--- src/rtl/dmem_port_arbiter_if.sv ---
// Bundle of MEM-stage, debug-loader and BRAM signals shared by the data-port arbiter.
// The arbiter uses the slave view; the pipeline, loader and RAM side use the master view.
interface dmem_port_arbiter_if #(
  parameter int ADDR_W = 10
);
  logic              dbg;
  logic              cpu_rea;
  logic              cpu_wea;
  logic [3:0]        cpu_en;
  logic [31:0]       cpu_addr;
  logic [31:0]       cpu_din;
  logic [31:0]       cpu_dout;
  logic              mem_hold;

  logic              ld_req;
  logic              ld_we;
  logic [3:0]        ld_be;
  logic [ADDR_W-1:0] ld_addr;
  logic [31:0]       ld_din;
  logic              ld_gnt;
  logic              ld_rvalid;
  logic [31:0]       ld_dout;

  logic              ram_en;
  logic [3:0]        ram_we;
  logic [ADDR_W-1:0] ram_addr;
  logic [31:0]       ram_din;
  logic [31:0]       ram_dout;

  modport master (
    output dbg, cpu_rea, cpu_wea, cpu_en, cpu_addr, cpu_din,
    output ld_req, ld_we, ld_be, ld_addr, ld_din,
    output ram_dout,
    input  cpu_dout, mem_hold, ld_gnt, ld_rvalid, ld_dout,
    input  ram_en, ram_we, ram_addr, ram_din
  );

  modport slave (
    input  dbg, cpu_rea, cpu_wea, cpu_en, cpu_addr, cpu_din,
    input  ld_req, ld_we, ld_be, ld_addr, ld_din,
    input  ram_dout,
    output cpu_dout, mem_hold, ld_gnt, ld_rvalid, ld_dout,
    output ram_en, ram_we, ram_addr, ram_din
  );
endinterface

--- src/rtl/dmem_port_arbiter.sv ---
// Shares the single data-BRAM port between the MEM stage and the UART debug loader.
// CPU has priority; a starvation counter forces one loader slot and freezes the pipeline for it.
module dmem_port_arbiter #(
  parameter int ADDR_W       = 10,
  parameter int STARVE_LIMIT = 8
) (
  input  logic                 clk,
  input  logic                 Rst,
  dmem_port_arbiter_if.slave   bus
);

  localparam int                CNT_W = $clog2(STARVE_LIMIT + 1);
  localparam logic [CNT_W-1:0]  LIMIT = CNT_W'(STARVE_LIMIT);

  typedef enum logic {
    OWNER_CPU   = 1'b0,
    OWNER_OTHER = 1'b1
  } owner_e;

  logic w_cpuAct;
  logic w_oor;
  logic w_force;
  logic w_ldWin;
  logic w_ldGnt;
  logic w_cpuSlot;
  logic w_oorAccess;

  owner_e           r_owner;
  logic             r_oor;
  logic [31:0]      r_dout;
  logic [CNT_W-1:0] r_starve;
  logic             r_ldRvalid;

  assign w_cpuAct    = (bus.cpu_rea | bus.cpu_wea) & ~bus.dbg;
  assign w_oor       = |bus.cpu_addr[31:ADDR_W+2];
  assign w_oorAccess = w_cpuAct & w_oor;
  assign w_force     = bus.ld_req & (r_starve == LIMIT);
  assign w_ldWin     = bus.ld_req & (~w_cpuAct | w_oor | w_force);

  // Reset gates every slot so nothing reaches the RAM, including an aborted forced slot.
  assign w_ldGnt   = w_ldWin & ~Rst;
  assign w_cpuSlot = w_cpuAct & ~w_oor & ~w_ldWin & ~Rst;

  assign bus.ld_gnt   = w_ldGnt;
  assign bus.mem_hold = w_force & w_cpuAct & ~w_oor & ~Rst;

  always_comb begin
    bus.ram_en   = 1'b0;
    bus.ram_we   = 4'b0000;
    bus.ram_addr = '0;
    bus.ram_din  = '0;
    if (w_ldGnt) begin
      bus.ram_en   = 1'b1;
      bus.ram_we   = bus.ld_we ? bus.ld_be : 4'b0000;
      bus.ram_addr = bus.ld_addr;
      bus.ram_din  = bus.ld_din;
    end else if (w_cpuSlot) begin
      bus.ram_en   = 1'b1;
      bus.ram_we   = bus.cpu_wea ? bus.cpu_en : 4'b0000;
      bus.ram_addr = bus.cpu_addr[ADDR_W+1:2];
      bus.ram_din  = bus.cpu_din;
    end
  end

  always_ff @(posedge clk) begin
    if (Rst) begin
      r_owner    <= OWNER_CPU;
      r_oor      <= 1'b0;
      r_dout     <= '0;
      r_starve   <= '0;
      r_ldRvalid <= 1'b0;
    end else begin
      r_owner    <= w_cpuSlot ? OWNER_CPU : OWNER_OTHER;
      r_ldRvalid <= w_ldGnt & ~bus.ld_we;

      // Capture CPU read data while it is on ram_dout so later loader slots cannot disturb it.
      if (r_owner == OWNER_CPU) begin
        r_dout <= bus.ram_dout;
      end

      if (w_oorAccess) begin
        r_oor <= 1'b1;
      end else if (w_cpuSlot) begin
        r_oor <= 1'b0;
      end

      if (w_ldGnt | ~bus.ld_req) begin
        r_starve <= '0;
      end else if (r_starve != LIMIT) begin
        r_starve <= r_starve + CNT_W'(1);
      end
    end
  end

  always_comb begin
    bus.cpu_dout = '0;
    if (!r_oor) begin
      bus.cpu_dout = (r_owner == OWNER_CPU) ? bus.ram_dout : r_dout;
    end
  end

  assign bus.ld_rvalid = r_ldRvalid;
  assign bus.ld_dout   = r_ldRvalid ? bus.ram_dout : 32'h0;

endmodule
--- src/flat_wrapper.sv ---
// flat-port wrapper written by rule: the top's interface ports become plain ports
module dmem_port_arbiter_flat 
#(
  parameter int ADDR_W       = 10,
  parameter int STARVE_LIMIT = 8
)
  (clk, Rst, bus_dbg, bus_cpu_rea, bus_cpu_wea, bus_cpu_en, bus_cpu_addr, bus_cpu_din, bus_ld_req, bus_ld_we, bus_ld_be, bus_ld_addr, bus_ld_din, bus_ram_dout, bus_cpu_dout, bus_mem_hold, bus_ld_gnt, bus_ld_rvalid, bus_ld_dout, bus_ram_en, bus_ram_we, bus_ram_addr, bus_ram_din);
  dmem_port_arbiter_if #(.ADDR_W(ADDR_W)) bus_i ();
  input  logic clk;
  input  logic Rst;
  input wire logic [$bits(bus_i.dbg)-1:0] bus_dbg;
  input wire logic [$bits(bus_i.cpu_rea)-1:0] bus_cpu_rea;
  input wire logic [$bits(bus_i.cpu_wea)-1:0] bus_cpu_wea;
  input wire logic [$bits(bus_i.cpu_en)-1:0] bus_cpu_en;
  input wire logic [$bits(bus_i.cpu_addr)-1:0] bus_cpu_addr;
  input wire logic [$bits(bus_i.cpu_din)-1:0] bus_cpu_din;
  input wire logic [$bits(bus_i.ld_req)-1:0] bus_ld_req;
  input wire logic [$bits(bus_i.ld_we)-1:0] bus_ld_we;
  input wire logic [$bits(bus_i.ld_be)-1:0] bus_ld_be;
  input wire logic [$bits(bus_i.ld_addr)-1:0] bus_ld_addr;
  input wire logic [$bits(bus_i.ld_din)-1:0] bus_ld_din;
  input wire logic [$bits(bus_i.ram_dout)-1:0] bus_ram_dout;
  output wire logic [$bits(bus_i.cpu_dout)-1:0] bus_cpu_dout;
  output wire logic [$bits(bus_i.mem_hold)-1:0] bus_mem_hold;
  output wire logic [$bits(bus_i.ld_gnt)-1:0] bus_ld_gnt;
  output wire logic [$bits(bus_i.ld_rvalid)-1:0] bus_ld_rvalid;
  output wire logic [$bits(bus_i.ld_dout)-1:0] bus_ld_dout;
  output wire logic [$bits(bus_i.ram_en)-1:0] bus_ram_en;
  output wire logic [$bits(bus_i.ram_we)-1:0] bus_ram_we;
  output wire logic [$bits(bus_i.ram_addr)-1:0] bus_ram_addr;
  output wire logic [$bits(bus_i.ram_din)-1:0] bus_ram_din;
  assign bus_i.dbg = bus_dbg;
  assign bus_i.cpu_rea = bus_cpu_rea;
  assign bus_i.cpu_wea = bus_cpu_wea;
  assign bus_i.cpu_en = bus_cpu_en;
  assign bus_i.cpu_addr = bus_cpu_addr;
  assign bus_i.cpu_din = bus_cpu_din;
  assign bus_i.ld_req = bus_ld_req;
  assign bus_i.ld_we = bus_ld_we;
  assign bus_i.ld_be = bus_ld_be;
  assign bus_i.ld_addr = bus_ld_addr;
  assign bus_i.ld_din = bus_ld_din;
  assign bus_i.ram_dout = bus_ram_dout;
  assign bus_cpu_dout = bus_i.cpu_dout;
  assign bus_mem_hold = bus_i.mem_hold;
  assign bus_ld_gnt = bus_i.ld_gnt;
  assign bus_ld_rvalid = bus_i.ld_rvalid;
  assign bus_ld_dout = bus_i.ld_dout;
  assign bus_ram_en = bus_i.ram_en;
  assign bus_ram_we = bus_i.ram_we;
  assign bus_ram_addr = bus_i.ram_addr;
  assign bus_ram_din = bus_i.ram_din;
  dmem_port_arbiter #(.ADDR_W(ADDR_W), .STARVE_LIMIT(STARVE_LIMIT)) u_core (.clk(clk), .Rst(Rst), .bus(bus_i));
endmodule
--- config.mk ---
export PLATFORM = sky130hd
export DESIGN_NAME = dmem_port_arbiter_flat
export DESIGN_NICKNAME = d
export VERILOG_FILES = /design/src/rtl/dmem_port_arbiter_if.sv /design/src/rtl/dmem_port_arbiter.sv /design/src/flat_wrapper.sv
export SDC_FILE = /design/constraint.sdc
export NUM_CORES = 1
export LEC_CHECK = 0
export BUFFER_PORTS_ARGS = -buffer_cell sky130_fd_sc_hd__buf_2
export CORE_MARGIN = 5
export CORE_UTILIZATION = 25
export DETAILED_ROUTE_END_ITERATION = 8
export GPL_TIMING_DRIVEN = 0
export PLACE_DENSITY = 0.63
export SLEW_MARGIN = 10
export SYNTH_ARGS = -nofsm -noshare
export SYNTH_HDL_FRONTEND = slang
export SYNTH_SLANG_ARGS = --single-unit
--- constraint.sdc ---
create_clock -name clk -period 4.2 [get_ports clk]
set_input_delay 0.63 -clock clk [delete_from_list [all_inputs] [get_ports clk]]
set_output_delay 0.63 -clock clk [all_outputs]
set_load 0.03 [all_outputs]
# Yosys cells after proc, flatten, opt, wreduce, memory -nomap -nowiden
# Index checks and enable logic that the tools add are counted.
# Widths: inputs -> output; s select.
[word_totals]
regBits = 39
input_bits = 153
[op_classes]
bitwise = 23
add_sub_neg = 1
n_reduce_logical = 3
n_eq_ne = 2
mux = 16
[ops]
columns = ["operator", "count"]
rows = [
  ["$mux 32", 5],
  ["$mux 10", 2],
  ["$reduce_or 20->1", 1],
  ["$mux 4", 4],
  ["$and 1x1->1", 12],
  ["$not 1->1", 7],
  ["$mux 1", 5],
  ["$add 4x1->4 const B", 1],
  ["$eq 4x4->1 const B", 1],
  ["$ne 4x4->1 const B", 1],
  ["$or 1x1->1", 4],
  ["$reduce_bool 2->1", 1],
  ["$reduce_or 2->1", 1],
]

# Longest topological paths before layout
[depth]
word_depth = 11
ltp_mapped = 8

# Worst setup path before layout
# OpenSTA, ideal clock, no wires.
[synth_path]
path_type = "input -> output"
from = "in bus_cpu_addr[22]"
to = "out bus_ram_addr[2]"
setup_slack_ps = 1665
stages = 6
required_time_ps = 3570
t_arrival_ps = 1905
cell_sequence = "nor4_2 -> nand3_1 -> o21a_1 -> buf_6 -> buf_6 -> a22o_1"
[synth_between]
elab_cells_between_ends = 12
classes_between = "2 x mux; 9 x bitwise; 1 x reduce/logical"
[synth_rtl]
columns = ["element", "line", "rtl"]
rows = [
  ["from (decl)", "flat_wrapper.sv:15", "input wire logic [$bits(bus_i.cpu_addr)-1:0] bus_cpu_addr;"],
  ["$reduce_or 20->1", "dmem_port_arbiter.sv:35", "assign w_oor = |bus.cpu_addr[31:ADDR_W+2];"],
  ["$or 1x1->1 (2 in a row)", "dmem_port_arbiter.sv:38", "assign w_ldWin = bus.ld_req & (~w_cpuAct | w_oor | w_force);"],
  ["$and 1x1->1", "dmem_port_arbiter.sv:38", ""],
  ["$and 1x1->1", "dmem_port_arbiter.sv:41", "assign w_ldGnt = w_ldWin & ~Rst;"],
  ["net bus_ld_gnt", "flat_wrapper.sv:25", "output wire logic [$bits(bus_i.ld_gnt)-1:0] bus_ld_gnt;"],
  ["$mux 10", "dmem_port_arbiter.sv:52", "if (w_ldGnt) begin"],
  ["to (decl)", "flat_wrapper.sv:30", "output wire logic [$bits(bus_i.ram_addr)-1:0] bus_ram_addr;"],
]
# The timed path passes the listed nets, and every way through them passes these cells.

# Worst setup path after layout
[layout_path]
from = "reg u_core.r_starve[0]"
to = "out bus_ram_din[17]"
[layout_between]
elab_chain_len = 9
elab_cells_between_ends = 10
classes_between = "1 x eq/ne; 2 x mux; 7 x bitwise"
[layout_rtl]
columns = ["element", "line", "rtl"]
rows = [
  ["from (decl)", "dmem_port_arbiter.sv:31", "logic [CNT_W-1:0] r_starve;"],
  ["from (signal assigned)", "dmem_port_arbiter.sv:90", "r_starve <= r_starve + CNT_W'(1);"],
  ["$eq 4x4->1 *", "dmem_port_arbiter.sv:37", "assign w_force = bus.ld_req & (r_starve == LIMIT);"],
  ["$and 1x1->1 *", "dmem_port_arbiter.sv:37", ""],
  ["$or 1x1->1 *", "dmem_port_arbiter.sv:38", ""],
  ["$and 1x1->1 *", "dmem_port_arbiter.sv:38", ""],
  ["$not 1->1", "dmem_port_arbiter.sv:42", "assign w_cpuSlot = w_cpuAct & ~w_oor & ~w_ldWin & ~Rst;"],
  ["$and 1x1->1 (2 in a row)", "dmem_port_arbiter.sv:42", ""],
  ["$mux 32", "dmem_port_arbiter.sv:57", "end else if (w_cpuSlot) begin"],
  ["$mux 32 *", "dmem_port_arbiter.sv:52", ""],
  ["to (decl)", "flat_wrapper.sv:31", "output wire logic [$bits(bus_i.ram_din)-1:0] bus_ram_din;"],
]
# Mark *: on every way between the ends. The rest lies on a longest branch, timed or not.

==> results.md <==
* Status: finished, final reports clean
* Clk buf depth at 2
* Std cell rows at 36
* Dpl cell area at 3940 µm²
* Initial Util at 25.4%
* Clock Pin Slew Worst Setup and Hold Paths at 70 ps
* #FFs+latches synth at 39
* Post-synth ARST share at 0%
* Cell mode on critical path: buf_2
* Fin Clk Skew at 1.85 ps
* Yosys cell types at 34
* Power Total at between 1000 and 1500 µW
* Max-slew violation count at 0
* Hold_buf cts at 0
* Layout cells sized above 1 at 51.2%
* Post-CTS Resized at 0
* Clk sink count at 39
* Core box area at between 9000 and 10000 µm²
* Antenna Nets Post-Route at 0
* Die width at 109 µm
* Count leader, synth: nor2_1
* Num CTS Buffers at 5
* Post-synthesis sequential area ratio at 31.8%
* Slew @ Worst Pin at between 600 and 700 ps
* Post-route minimum period at around 3000 ps
* Commonest cells in the netlist: 71 x nor2_1, 42 x a22o_1, 39 x dfxtp_1
* Gate Count Post-Synth at 294
* Largest net degree at the start of global routing at 13
* Later-pin clock latency in the skew report at 280 ps
* Cell taking the most area after synthesis: dfxtp_1
* Reg area at 781 µm²
* First-pass GRT wire length at 15900 µm
* Crit. End Element: output pin
* Max Cap Violations at 0
* Multi-input gate area at 1510 µm²
* Fmax at 0.339 GHz
* HPWL Detailed at 9690 µm
* Max incr delay on CP at 380 ps
* Worst setup path category: flop to output pin
* Die Ht at 109 µm
* Main synth FF type: dfxtp_1
* # DRC at 0
* Finished Core Util at 42.1%
* Mean routed wirelength per cell at between 15 and 20 µm
* Number of port buffers at 263
* Drt first pass iters at 4
* Crit path cell chain: inv_1, ha_1, nand4b_1, nor3b_1, and3_1, buf_2, buf_4, a22o_1, buf_2
* DRT iter0 DRCs at 144
* Number of flops mapped to enable cells by yosys at 0
* Mean post-synth cell area at approximately 8.4 µm²
* Leak Pwr at 0.00236 µW
* Max transition margin at 56.6%
* Fillcell total at 1017
* Count of final setup violators at 0
* CP Data Arrival Time at 2320 ps
* Syn_nets at 449
* Layout Nets at around 700
* RSZ-0062 raised after global routing: false
* Post-CTS setup buffers at 0
* Warnings, synthesis at 0
* Tightest Hold Check Type: flop to flop
* H-tree Lvls at 2
* Synth top area share at between 30% and 40%
* Final period utilization at between 70 and 80%
* GP Congestion at 0.875
* Crit path max fanout at 10
* Root buf cell: clkbuf_8
* P&R area growth vs syn at 65.8%
* Peak VDD IR at 0.207 mV
* Grt ovf at 0
* CP Launch Type: flop
* Power Density at 276 nW/µm²
* # IOs at 267
* Cell Area, Synth at between 2000 and 2500 µm²
* Worst-path cell with the longest stage delay: dfxtp_1
* CTS tree: done
* Final TNS setup at 0 ps
* Vias in the first global route at 3108
* Routed WL at 11100 µm
* CP Data Required Time at 3570 ps
* Overall Global Routing Usage at between 15 and 20%
* Post-Layout Inst Area at 4080 µm²
* Initial antenna violation count at 1
* Final Hold Viols at 0
* Top cells by area, synth: dfxtp_1 32%, a22o_1 15%, mux2i_1 13%
* Routed vias at 3156
* Die Area at 11900 µm²
* Via density at 4.52
-- area by class of cell --
cell class                 count  share of cell area, %
tap                          133                   4.08
timing repair buffer         263                   32.3
multi-input combinational    225                   37.0
clock inverter                 2                   1.47
clock buffer                   6                   1.78
buffer                        25                   3.72
sequential                    39                   19.2
antenna                        1                 0.0614
inverter                       5                  0.461
-- cell families (layout without fill, tap and decap cells) --
group | Yosys count | after routing | synth area share, %
XOR/XNOR | 2 | 2 | 0.713
buffers and inverters | 30 | 301 | 6.92
flip-flops | 39 | 39 | 31.8
adder cells (fa/ha/maj) | 2 | 2 | 1.02
multiplexers | 32 | 32 | 13.0
AND/OR/NAND/NOR | 133 | 133 | 28.2
other | 0 | 1 | 0
AO/OA/AOI/OAI | 56 | 56 | 18.4
-- through the flow --
| stage | hold slack, ps | setup WS (ps) | std cells |
|---|---|---|---|
| final | 468 | 1250 | 699 |
| after global routing | 489 | 1040 | 698 |
| after floorplan | 430 | 1670 | 294 |
| after CTS | 469 | 1240 | 698 |
| after detailed placement | 450 | 1280 | 690 |
| after global placement | 440 | 1300 | 690 |
-- sequential cells by signal, indices dropped and copies added, names as in the netlist --
signal and flops:
u_core.r_starve 4, u_core.r_oor 1, u_core.r_dout 32, u_core.bus.ld_rvalid 1, u_core.r_owner 1
-- final timing paths --
check / start / to / slack, ps / cells after the start
max: u_core.r_starve[0] / bus_ram_din[17] / 1250 / 9
min: u_core.r_starve[0] / u_core.r_starve[0] / 470 / 1
max reg2reg: u_core.r_starve[0] / u_core.bus.ld_rvalid / 2480 / 8
min reg2reg: u_core.r_starve[0] / u_core.r_starve[0] / 470 / 1
-- worst max-delay path, delay by kind of cell, from the launching register on --
family	cells	cell delay, ps
compound gates	1	180
fa+ha+maj	1	210
buf+inv	4	650
flops	1	380
simple gates	3	620
-- layer usage --
| layer | part of all wire (%) | GRT usage, % |
|---|---|---|
| met1 | 37 | 18.2 |
| met2 | 51 | 32.6 |
| met3 | 11 | 5.51 |
| met4 | 1.4 | 3.97 |
| met5 | 0.099 | 0 |
-- power breakdown --
group          leakage (µW)  switching, µW  total (µW)  internal, µW
combinational       0.00197            227         365           137
clock             0.0000654            126         364           237
sequential         0.000322           5.54         395           389
-- layout by cell type (no fill, tap or decap), types with 5 or more instances in the layout --
cell type and instances:
a22o_1 42, and2_1 33, and3_1 6, buf_2 267
buf_6 5, clkbuf_1 11, clkbuf_8 5, dfxtp_1 39
inv_1 5, mux2i_1 32, nand2_1 6, nor2_1 71
Note: power is estimated with default switching activity, not from simulation.
